$ cat config.mk
export PLATFORM = sky130hd
export DESIGN_NAME = tia_horizontal_sequencer
export DESIGN_NICKNAME = d
export VERILOG_FILES = /design/src/rtl/tia_horizontal_sequencer.sv
export SDC_FILE = /design/constraint.sdc
export NUM_CORES = 1
export LEC_CHECK = 0
export CAP_MARGIN = 20
export CORE_AREA = 2 2 42 44
export DETAILED_ROUTE_END_ITERATION = 10
export DIE_AREA = 0 0 44 46
export GPL_TIMING_DRIVEN = 0
export PLACE_DENSITY = 0.86
export SETUP_SLACK_MARGIN = 0.15
export SLEW_MARGIN = 20
export SYNTH_ARGS = -nofsm -noshare
export SYNTH_HDL_FRONTEND = slang
export SYNTH_SLANG_ARGS = --single-unit
export TNS_END_PERCENT = 5
$ cat constraint.sdc
create_clock -name clk -period 4 [get_ports clk]
set_input_delay 0.4 -clock clk [delete_from_list [all_inputs] [get_ports clk]]
set_output_delay 0.4 -clock clk [all_outputs]
set_load 0.1 [all_outputs]
$ cat src/rtl/tia_horizontal_sequencer.sv
// ---------------------------------------------------------------------------
// tia_horizontal_sequencer
//
// Horizontal line sequencer for the TIA. It holds the biphase clock generator
// in reset through rsyn, counts rising edges of phi2 to produce the 57-count
// horizontal sync counter (hsc), and decodes hsync/hblank from it. A WSYNC
// strobe halts the CPU (rdy=0) until the end of the line. An RSYNC strobe
// restarts the line immediately.
//
// Optional feature macro: TIA_HSEQ_HMOVE_EN
//   defined   : an HMOVE strobe sets a per-line latch that extends hblank
//               to LATE_HBLANK_END on that line.
//   undefined : the hmove input is ignored, no latch exists, and hblank
//               always ends at HBLANK_END.
//
// All outputs come straight from flops. The only reset is the asynchronous,
// active-high r.
// ---------------------------------------------------------------------------
module tia_horizontal_sequencer #(
    parameter int LINE_COUNTS     = 57,
    parameter int HSYNC_START     = 4,
    parameter int HSYNC_END       = 8,
    parameter int HBLANK_END      = 17,
    parameter int LATE_HBLANK_END = 19
) (
    input  logic       clk,
    input  logic       r,
    input  logic       phi1,
    input  logic       phi2,
    input  logic       wsync,
    input  logic       rsync,
    input  logic       hmove,
    output logic       rsyn,
    output logic [5:0] hsc,
    output logic       hsync,
    output logic       hblank,
    output logic       rdy,
    output logic       line_start,
    output logic       phase_err
);

    localparam logic [5:0] HSC_LAST        = 6'(LINE_COUNTS - 1);
    localparam logic [5:0] HSYNC_SET_AT    = 6'(HSYNC_START);
    localparam logic [5:0] HSYNC_CLR_AT    = 6'(HSYNC_END);
    localparam logic [5:0] HBLANK_CLR_AT   = 6'(HBLANK_END);
    localparam logic [5:0] HBLANK_LATE_AT  = 6'(LATE_HBLANK_END);

    // State registers
    logic       rsyn_r;
    logic [5:0] hsc_r;
    logic       hsync_r;
    logic       hblank_r;
    logic       rdy_r;
    logic       line_start_r;
    logic       phase_err_r;
    logic       phi2_q_r;

    // Next-state values
    logic       rsyn_nxt_s;
    logic [5:0] hsc_nxt_s;
    logic       hsync_nxt_s;
    logic       hblank_nxt_s;
    logic       rdy_nxt_s;
    logic       line_start_nxt_s;
    logic       phase_err_nxt_s;
    logic       phi2_q_nxt_s;

    // Line control strobes
    logic       adv_s;
    logic       wrap_s;
    logic       restart_s;
    logic       late_blank_s;
    logic [5:0] hblank_end_s;
    logic [5:0] hsc_inc_s;

`ifdef TIA_HSEQ_HMOVE_EN
    logic       hmove_latch_r;
    logic       hmove_latch_nxt_s;

    // The late-blank selection comes from the latch of the current line.
    assign late_blank_s = hmove_latch_r;
`else
    // Without the HMOVE feature no line is ever extended and hmove is unused.
    logic       hmove_unused_s;

    assign late_blank_s   = 1'b0;
    assign hmove_unused_s = hmove;
`endif

    // A phi2 rising edge is one HSC count. While rsyn is high the history is
    // treated as high, so a phi2 phase already in progress is never counted.
    assign adv_s        = phi2 & ~phi2_q_r & ~rsyn_r;
    assign wrap_s       = adv_s & (hsc_r == HSC_LAST);
    assign restart_s    = wrap_s | rsync;
    assign hsc_inc_s    = hsc_r + 6'd1;
    assign hblank_end_s = late_blank_s ? HBLANK_LATE_AT : HBLANK_CLR_AT;

    // Next-state logic: line restart (wrap or RSYNC), count advance, WSYNC, error.
    always_comb begin
        rsyn_nxt_s       = 1'b0;
        line_start_nxt_s = 1'b0;
        hsc_nxt_s        = hsc_r;
        hsync_nxt_s      = hsync_r;
        hblank_nxt_s     = hblank_r;
        rdy_nxt_s        = rdy_r;
        phase_err_nxt_s  = phase_err_r | (phi1 & phi2);
        phi2_q_nxt_s     = rsyn_r ? 1'b1 : phi2;
`ifdef TIA_HSEQ_HMOVE_EN
        hmove_latch_nxt_s = hmove_latch_r;
`endif

        if (restart_s) begin
            // Wrap and RSYNC share one path, so a coincident pair gives a
            // single rsyn pulse.
            hsc_nxt_s        = 6'd0;
            rsyn_nxt_s       = 1'b1;
            line_start_nxt_s = 1'b1;
            hblank_nxt_s     = 1'b1;
            rdy_nxt_s        = 1'b1;
`ifdef TIA_HSEQ_HMOVE_EN
            hmove_latch_nxt_s = 1'b0;
`endif
            if (rsync) begin
                hsync_nxt_s = 1'b0;
            end else begin
                hsync_nxt_s = hsync_r;
            end
        end else if (adv_s) begin
            hsc_nxt_s = hsc_inc_s;
            if (hsc_inc_s == HSYNC_SET_AT) begin
                hsync_nxt_s = 1'b1;
            end else if (hsc_inc_s == HSYNC_CLR_AT) begin
                hsync_nxt_s = 1'b0;
            end else begin
                hsync_nxt_s = hsync_r;
            end
            if (hsc_inc_s == hblank_end_s) begin
                hblank_nxt_s = 1'b0;
            end else begin
                hblank_nxt_s = hblank_r;
            end
        end else begin
            hsc_nxt_s = hsc_r;
        end

        // WSYNC is applied after any restart, so it wins over the release.
        if (wsync) begin
            rdy_nxt_s = 1'b0;
        end else begin
            rdy_nxt_s = rdy_nxt_s;
        end

`ifdef TIA_HSEQ_HMOVE_EN
        // The latch belongs to the line being started, so a set beats the clear.
        if (hmove) begin
            hmove_latch_nxt_s = 1'b1;
        end else begin
            hmove_latch_nxt_s = hmove_latch_nxt_s;
        end
`endif
    end

    // Sequencer state register with asynchronous line reset.
    always_ff @(posedge clk or posedge r) begin
        if (r) begin
            rsyn_r       <= 1'b1;
            hsc_r        <= 6'd0;
            hsync_r      <= 1'b0;
            hblank_r     <= 1'b1;
            rdy_r        <= 1'b1;
            line_start_r <= 1'b0;
            phase_err_r  <= 1'b0;
            phi2_q_r     <= 1'b1;
        end else begin
            rsyn_r       <= rsyn_nxt_s;
            hsc_r        <= hsc_nxt_s;
            hsync_r      <= hsync_nxt_s;
            hblank_r     <= hblank_nxt_s;
            rdy_r        <= rdy_nxt_s;
            line_start_r <= line_start_nxt_s;
            phase_err_r  <= phase_err_nxt_s;
            phi2_q_r     <= phi2_q_nxt_s;
        end
    end

`ifdef TIA_HSEQ_HMOVE_EN
    // HMOVE latch register, cleared by reset and at each line restart.
    always_ff @(posedge clk or posedge r) begin
        if (r) begin
            hmove_latch_r <= 1'b0;
        end else begin
            hmove_latch_r <= hmove_latch_nxt_s;
        end
    end
`endif

    assign rsyn       = rsyn_r;
    assign hsc        = hsc_r;
    assign hsync      = hsync_r;
    assign hblank     = hblank_r;
    assign rdy        = rdy_r;
    assign line_start = line_start_r;
    assign phase_err  = phase_err_r;

endmodule
# ---- Word-level counts from Yosys, hierarchy flattened
# Index checks and enable logic that the tools add are counted.
dict set report word_totals {
  output_inout_bits 12
  wordCells 42
  regBits 13
}
dict set report classes {
  n_bitwise 8
  n_eq_ne 5
  reduce_logical 6
  mux 14
  add_sub_neg 1
}
# operator count
set ops {}
lappend ops {{$mux 1} 12}
lappend ops {{$mux 6} 2}
lappend ops {{$add 6x1->6 const B} 1}
lappend ops {{$eq 6x3->1 const B} 1}
lappend ops {{$eq 6x4->1 const B} 1}
lappend ops {{$eq 6x5->1 const B} 1}
lappend ops {{$eq 6x6->1 const B} 1}
lappend ops {{$reduce_bool 2->1} 3}
lappend ops {{$and 1x1->1} 4}
lappend ops {{$reduce_and 3->1} 1}
lappend ops {{$reduce_bool 3->1} 1}
lappend ops {{$ne 2x2->1 const B} 1}
lappend ops {{$not 1->1} 2}
lappend ops {{$or 1x1->1} 2}
lappend ops {{$reduce_and 2->1} 1}

# ---- Logic depth before layout (Yosys ltp)
dict set report logic_depth {
  word_depth 7
  ltp_mapped 6
  depth_no_buf 6
}

# ---- Worst setup path before layout
# OpenSTA, ideal clock, no wires.
dict set report synth_timing {
  path_type {register to register}
  start {register hsc_r[2] (netlist: hsc[2])}
  end {register hsync_r (netlist: hsync)}
  n_path_buf 1
  required_ps 3876
  synth_period_minus_slack_ps 2341
  setup_slack_ps 1659
  arrival_ps 2217
  stages_incl_launch_ff 7
  setup_ps 124
  path_cell_list {dfrtp_1 > buf_2 > nand3_1 > o21ai_0 > nor4b_2 > nor2_1 > a211o_1}
}
dict set report synth_between {
  elab_chain_cells 5
  word_cells_on_any_way 13
}
# element line
set synth_rtl {}
lappend synth_rtl {{start: declaration} 50} ;# logic [5:0] hsc_r;
lappend synth_rtl {{start signal: assignment} 176} ;# hsc_r <= hsc_nxt_s;
lappend synth_rtl {{$add 6x1->6 / $eq 6x6->1 (equally long branches)} {95, 93}}
lappend synth_rtl {{$eq 6x3->1 / $and 1x1->1 (equally long branches)} {130, 93}}
lappend synth_rtl {{$mux 1 / $or 1x1->1 (equally long branches)} {130, 94}}
lappend synth_rtl {{$mux 1, or another cell as far along} 128} ;# end else if (adv_s) begin
lappend synth_rtl {{$mux 1 / $reduce_and 3->1 (equally long branches)} --}
lappend synth_rtl {{end signal: assignment} 177} ;# hsync_r <= hsync_nxt_s;
lappend synth_rtl {{end: declaration} 51} ;# logic hsync_r;
# Several ways; a longest one is shown, not always the timed one. The select of a mux whose other input is x is not followed.
# A chain may end at the register's enable or synchronous reset.

# ---- Worst setup path after layout
dict set report layout_timing {
  start {register rsyn_r (netlist: rsyn)}
  end {output port rsyn}
}
# element line
set layout_lines {}
lappend layout_lines {{start: declaration} 49} ;# logic rsyn_r;
lappend layout_lines {{start signal: assignment} 175} ;# rsyn_r <= rsyn_nxt_s;
lappend layout_lines {{end: declaration} 33} ;# output logic rsyn,
# No word-level cell between the ends.

==> flow_summary.toml <==
[run_status]
outcome = "finished clean"

[finish]
fillers = 134
layout_common_cells = "clkdlybuf4s50_1 (17), dfrtp_1 (9), nand2_1 (7)"
final_net_count = 103
num_antenna_cells = 0
multi_input_area_um2 = 358
layout.cells.non_filler = 108
syn_to_final_growth_pct = 30.1
layout_commonest_cell = "clkdlybuf4s50_1"
drive_gt1_frac = 0.154
final-seq-area_um2 = 330

[routing]
drt_iter0_markers = 4
wl_um = 1290
dr.pass1.iters = 4
antenna_left = 0
drc = 0
vias = 542
routed_via_density = 5.02
routedWlPerCell_um = 11.9

[setup_path]
path_cells = "clkdlybuf4s50_1"
startpoint_type = "flip-flop"
slowest_delay_ps = 1130
cp.arrival_ps = 1960
r2r-end = "hsc[2]$_DFFE_PP0P_"
critical_path_class = "reg2out"
end_kind = "output port"
endpoint = "rsyn"
cp_top_family = "buffers and inverters"
path_max_fanout = 4
slowest_stage = "clkdlybuf4s50_1"
critPathLaunch = "rsyn$_DFF_PP1_"
worstRegToRegCells = 4
reg2reg_from = "rsyn$_DFF_PP1_"
critPathBufInv = 1
cp.required_ps = 3600
cp.depth = 1
rrSetupSlack_ps = 2220

[floorplan]
io_pins = 19
core_um2 = 1610
die_h_um = 46
start_util = 0.448
die_w_um = 44
rows = 15
dieArea_um2 = 2020

[clock_network]
numCtsBuffers = 3
cts_root_buffer = "clkbuf_4"
cts_tree = "yes"
clock_path_buffers = 2
worstSkewPairLatency_ps = 270
h-tree-depth = 1
cts_resized = 0
holdBufCountCts = 0
post_cts_buffers = 0
cts.clk_slew.worst_paths_ps = 70
clock-sinks = 13

[placed_design]
place_hpwl_um = 969
routabilityCongestion = 0.806
dpl.cell_count = 104
port_buffers = 17

[power]
power_frac_comb = 0.143
total_leakage_power_nw = 0.388
netSwitchingFraction = 0.266
pwr-share-clk = 0.312
p_seq_frac = 0.545
p_sw_mw = 0.0672
internal-power_mw = 0.186
power.density_nw_per_um2 = 269
ir_drop_mv = 0.153
power_mw = 0.253

[synthesis]
synthesis.nets = 81
synthArstFlopShare = 1.00
synth_edf_count = 0
yosysUniqueCellTypes = 30
ys_seq_elements = 13
yosysWarnings = 0
synth_area_per_cell_um2 = 10.3
synth_area_um2 = 723
synth_cells = 70
synth_flop_cell = "dfrtp_1"
seq_area_frac_synth = 0.457

[global_routing]
grt_pass1_vias = 510
grt_pass1_wl_um = 2300
grt_start_max_net_pins = 14
antenna_found_initial = 0
grt_use_total = 0.160
grt-ovfl-total = 0

[min_path]
hold_path.class = "in2async"

[sta]
worst_slew_pin_slew_ps = 979
hold_viol = 0
rsz0062_at_grt = "false"
finalCriticalPeriod_ps = 2360
layout_worst_path_cycle_share = 0.590
setup_tns_ps = 0
slew_headroom = 0.345
slew_viol_final = 0
fmaxAchievable_ghz = 0.424
setup_viol = 0
skew_ps = 1.98
holdWs_ps = 438

[flow_run]
max_cap_violations = 0
## state kept, by name, indices dropped and copies added, names as in the netlist
signal	flops
hsync	1
line_start	1
rsyn	1
rdy	1
hsc	6
phase_err	1
phi2_q_r	1
hblank	1
## cell families (layout without fill, tap and decap cells)
family	Yosys count	after routing	share of synthesized area
simple gates	28	28	0.221
flops	13	13	0.457
compound gates	12	12	0.131
buf+inv	7	28	0.0484
xor+xnor	6	6	0.0727
fa+ha+maj	4	4	0.0692
## power groups by stage
stage | Clock (mW) | Combinational, mW | Sequential [mW]
after floorplan | 0 | 0.00906 | 0.156
after global placement | 0 | 0.0365 | 0.140
after detailed placement | 0 | 0.0368 | 0.140
after CTS | 0.0842 | 0.0369 | 0.138
after global routing | 0.0887 | 0.0388 | 0.138
final | 0.0788 | 0.0363 | 0.138
## final cells by class
type	count	share of cell area
Multi-Input combinational cell	50	0.380
Sequential cell	13	0.351
Timing Repair Buffer	17	0.181
Clock buffer	4	0.0279
Tap cell	17	0.0226
Buffer	3	0.0213
Inverter	4	0.0160
## cell usage after synthesis (2+ instances only)
cell type | instances | area [um2]
nor2_1 | 6 | 22.5
a21oi_1 | 3 | 15.0
a21o_1 | 2 | 15.0
nor3_1 | 3 | 15.0
xor2_1 | 2 | 17.5
inv_1 | 4 | 15.0
ha_1 | 4 | 50.1
o21ai_0 | 3 | 15.0
dfstp_2 | 4 | 105
nand2_1 | 7 | 26.3
nand4_1 | 2 | 12.5
dfrtp_1 | 9 | 225
xnor2_1 | 4 | 35.0
## metrics by stage
stage                     setup WS [ps]  utilization  cell area [um2]
after floorplan                    1660            -              723
after global placement             1670        0.567              915
after detailed placement           1660        0.567              915
after CTS                          1620        0.583              941
after global routing               1600        0.583              941
final                              1640        0.583              941
## how the worst min path moves through the flow
| stage | cells after the start | to | from | slack [ps] |
|---|---|---|---|---|
| 4_1_cts | 2 | hsc[5]$_DFFE_PP0P_ | r | 440 |
| 3_3_place_gp | 1 | phase_err$_DFF_PP0_ | phase_err$_DFF_PP0_ | 440 |
| 6_report | 2 | hsc[1]$_DFFE_PP0P_ | r | 440 |
| 2_1_floorplan | 1 | hsc[0]$_DFFE_PP0P_ | r | 270 |
| 5_1_grt | 1 | phase_err$_DFF_PP0_ | phase_err$_DFF_PP0_ | 480 |
| 3_5_place_dp | 1 | phase_err$_DFF_PP0_ | phase_err$_DFF_PP0_ | 450 |
## routing by layer
metal | part of all wire | vias to the layer above | GRT usage | wire length (um)
li1 | - | 283 | - | -
met1 | 0.45 | 244 | 0.203 | 575
met2 | 0.50 | 13 | 0.250 | 649
met3 | 0.036 | 2 | 0.0357 | 46
met4 | 0.013 | 0 | 0.0909 | 17
met5 | 0 | - | 0 | 0
Note: power is estimated with default switching activity, not from simulation.
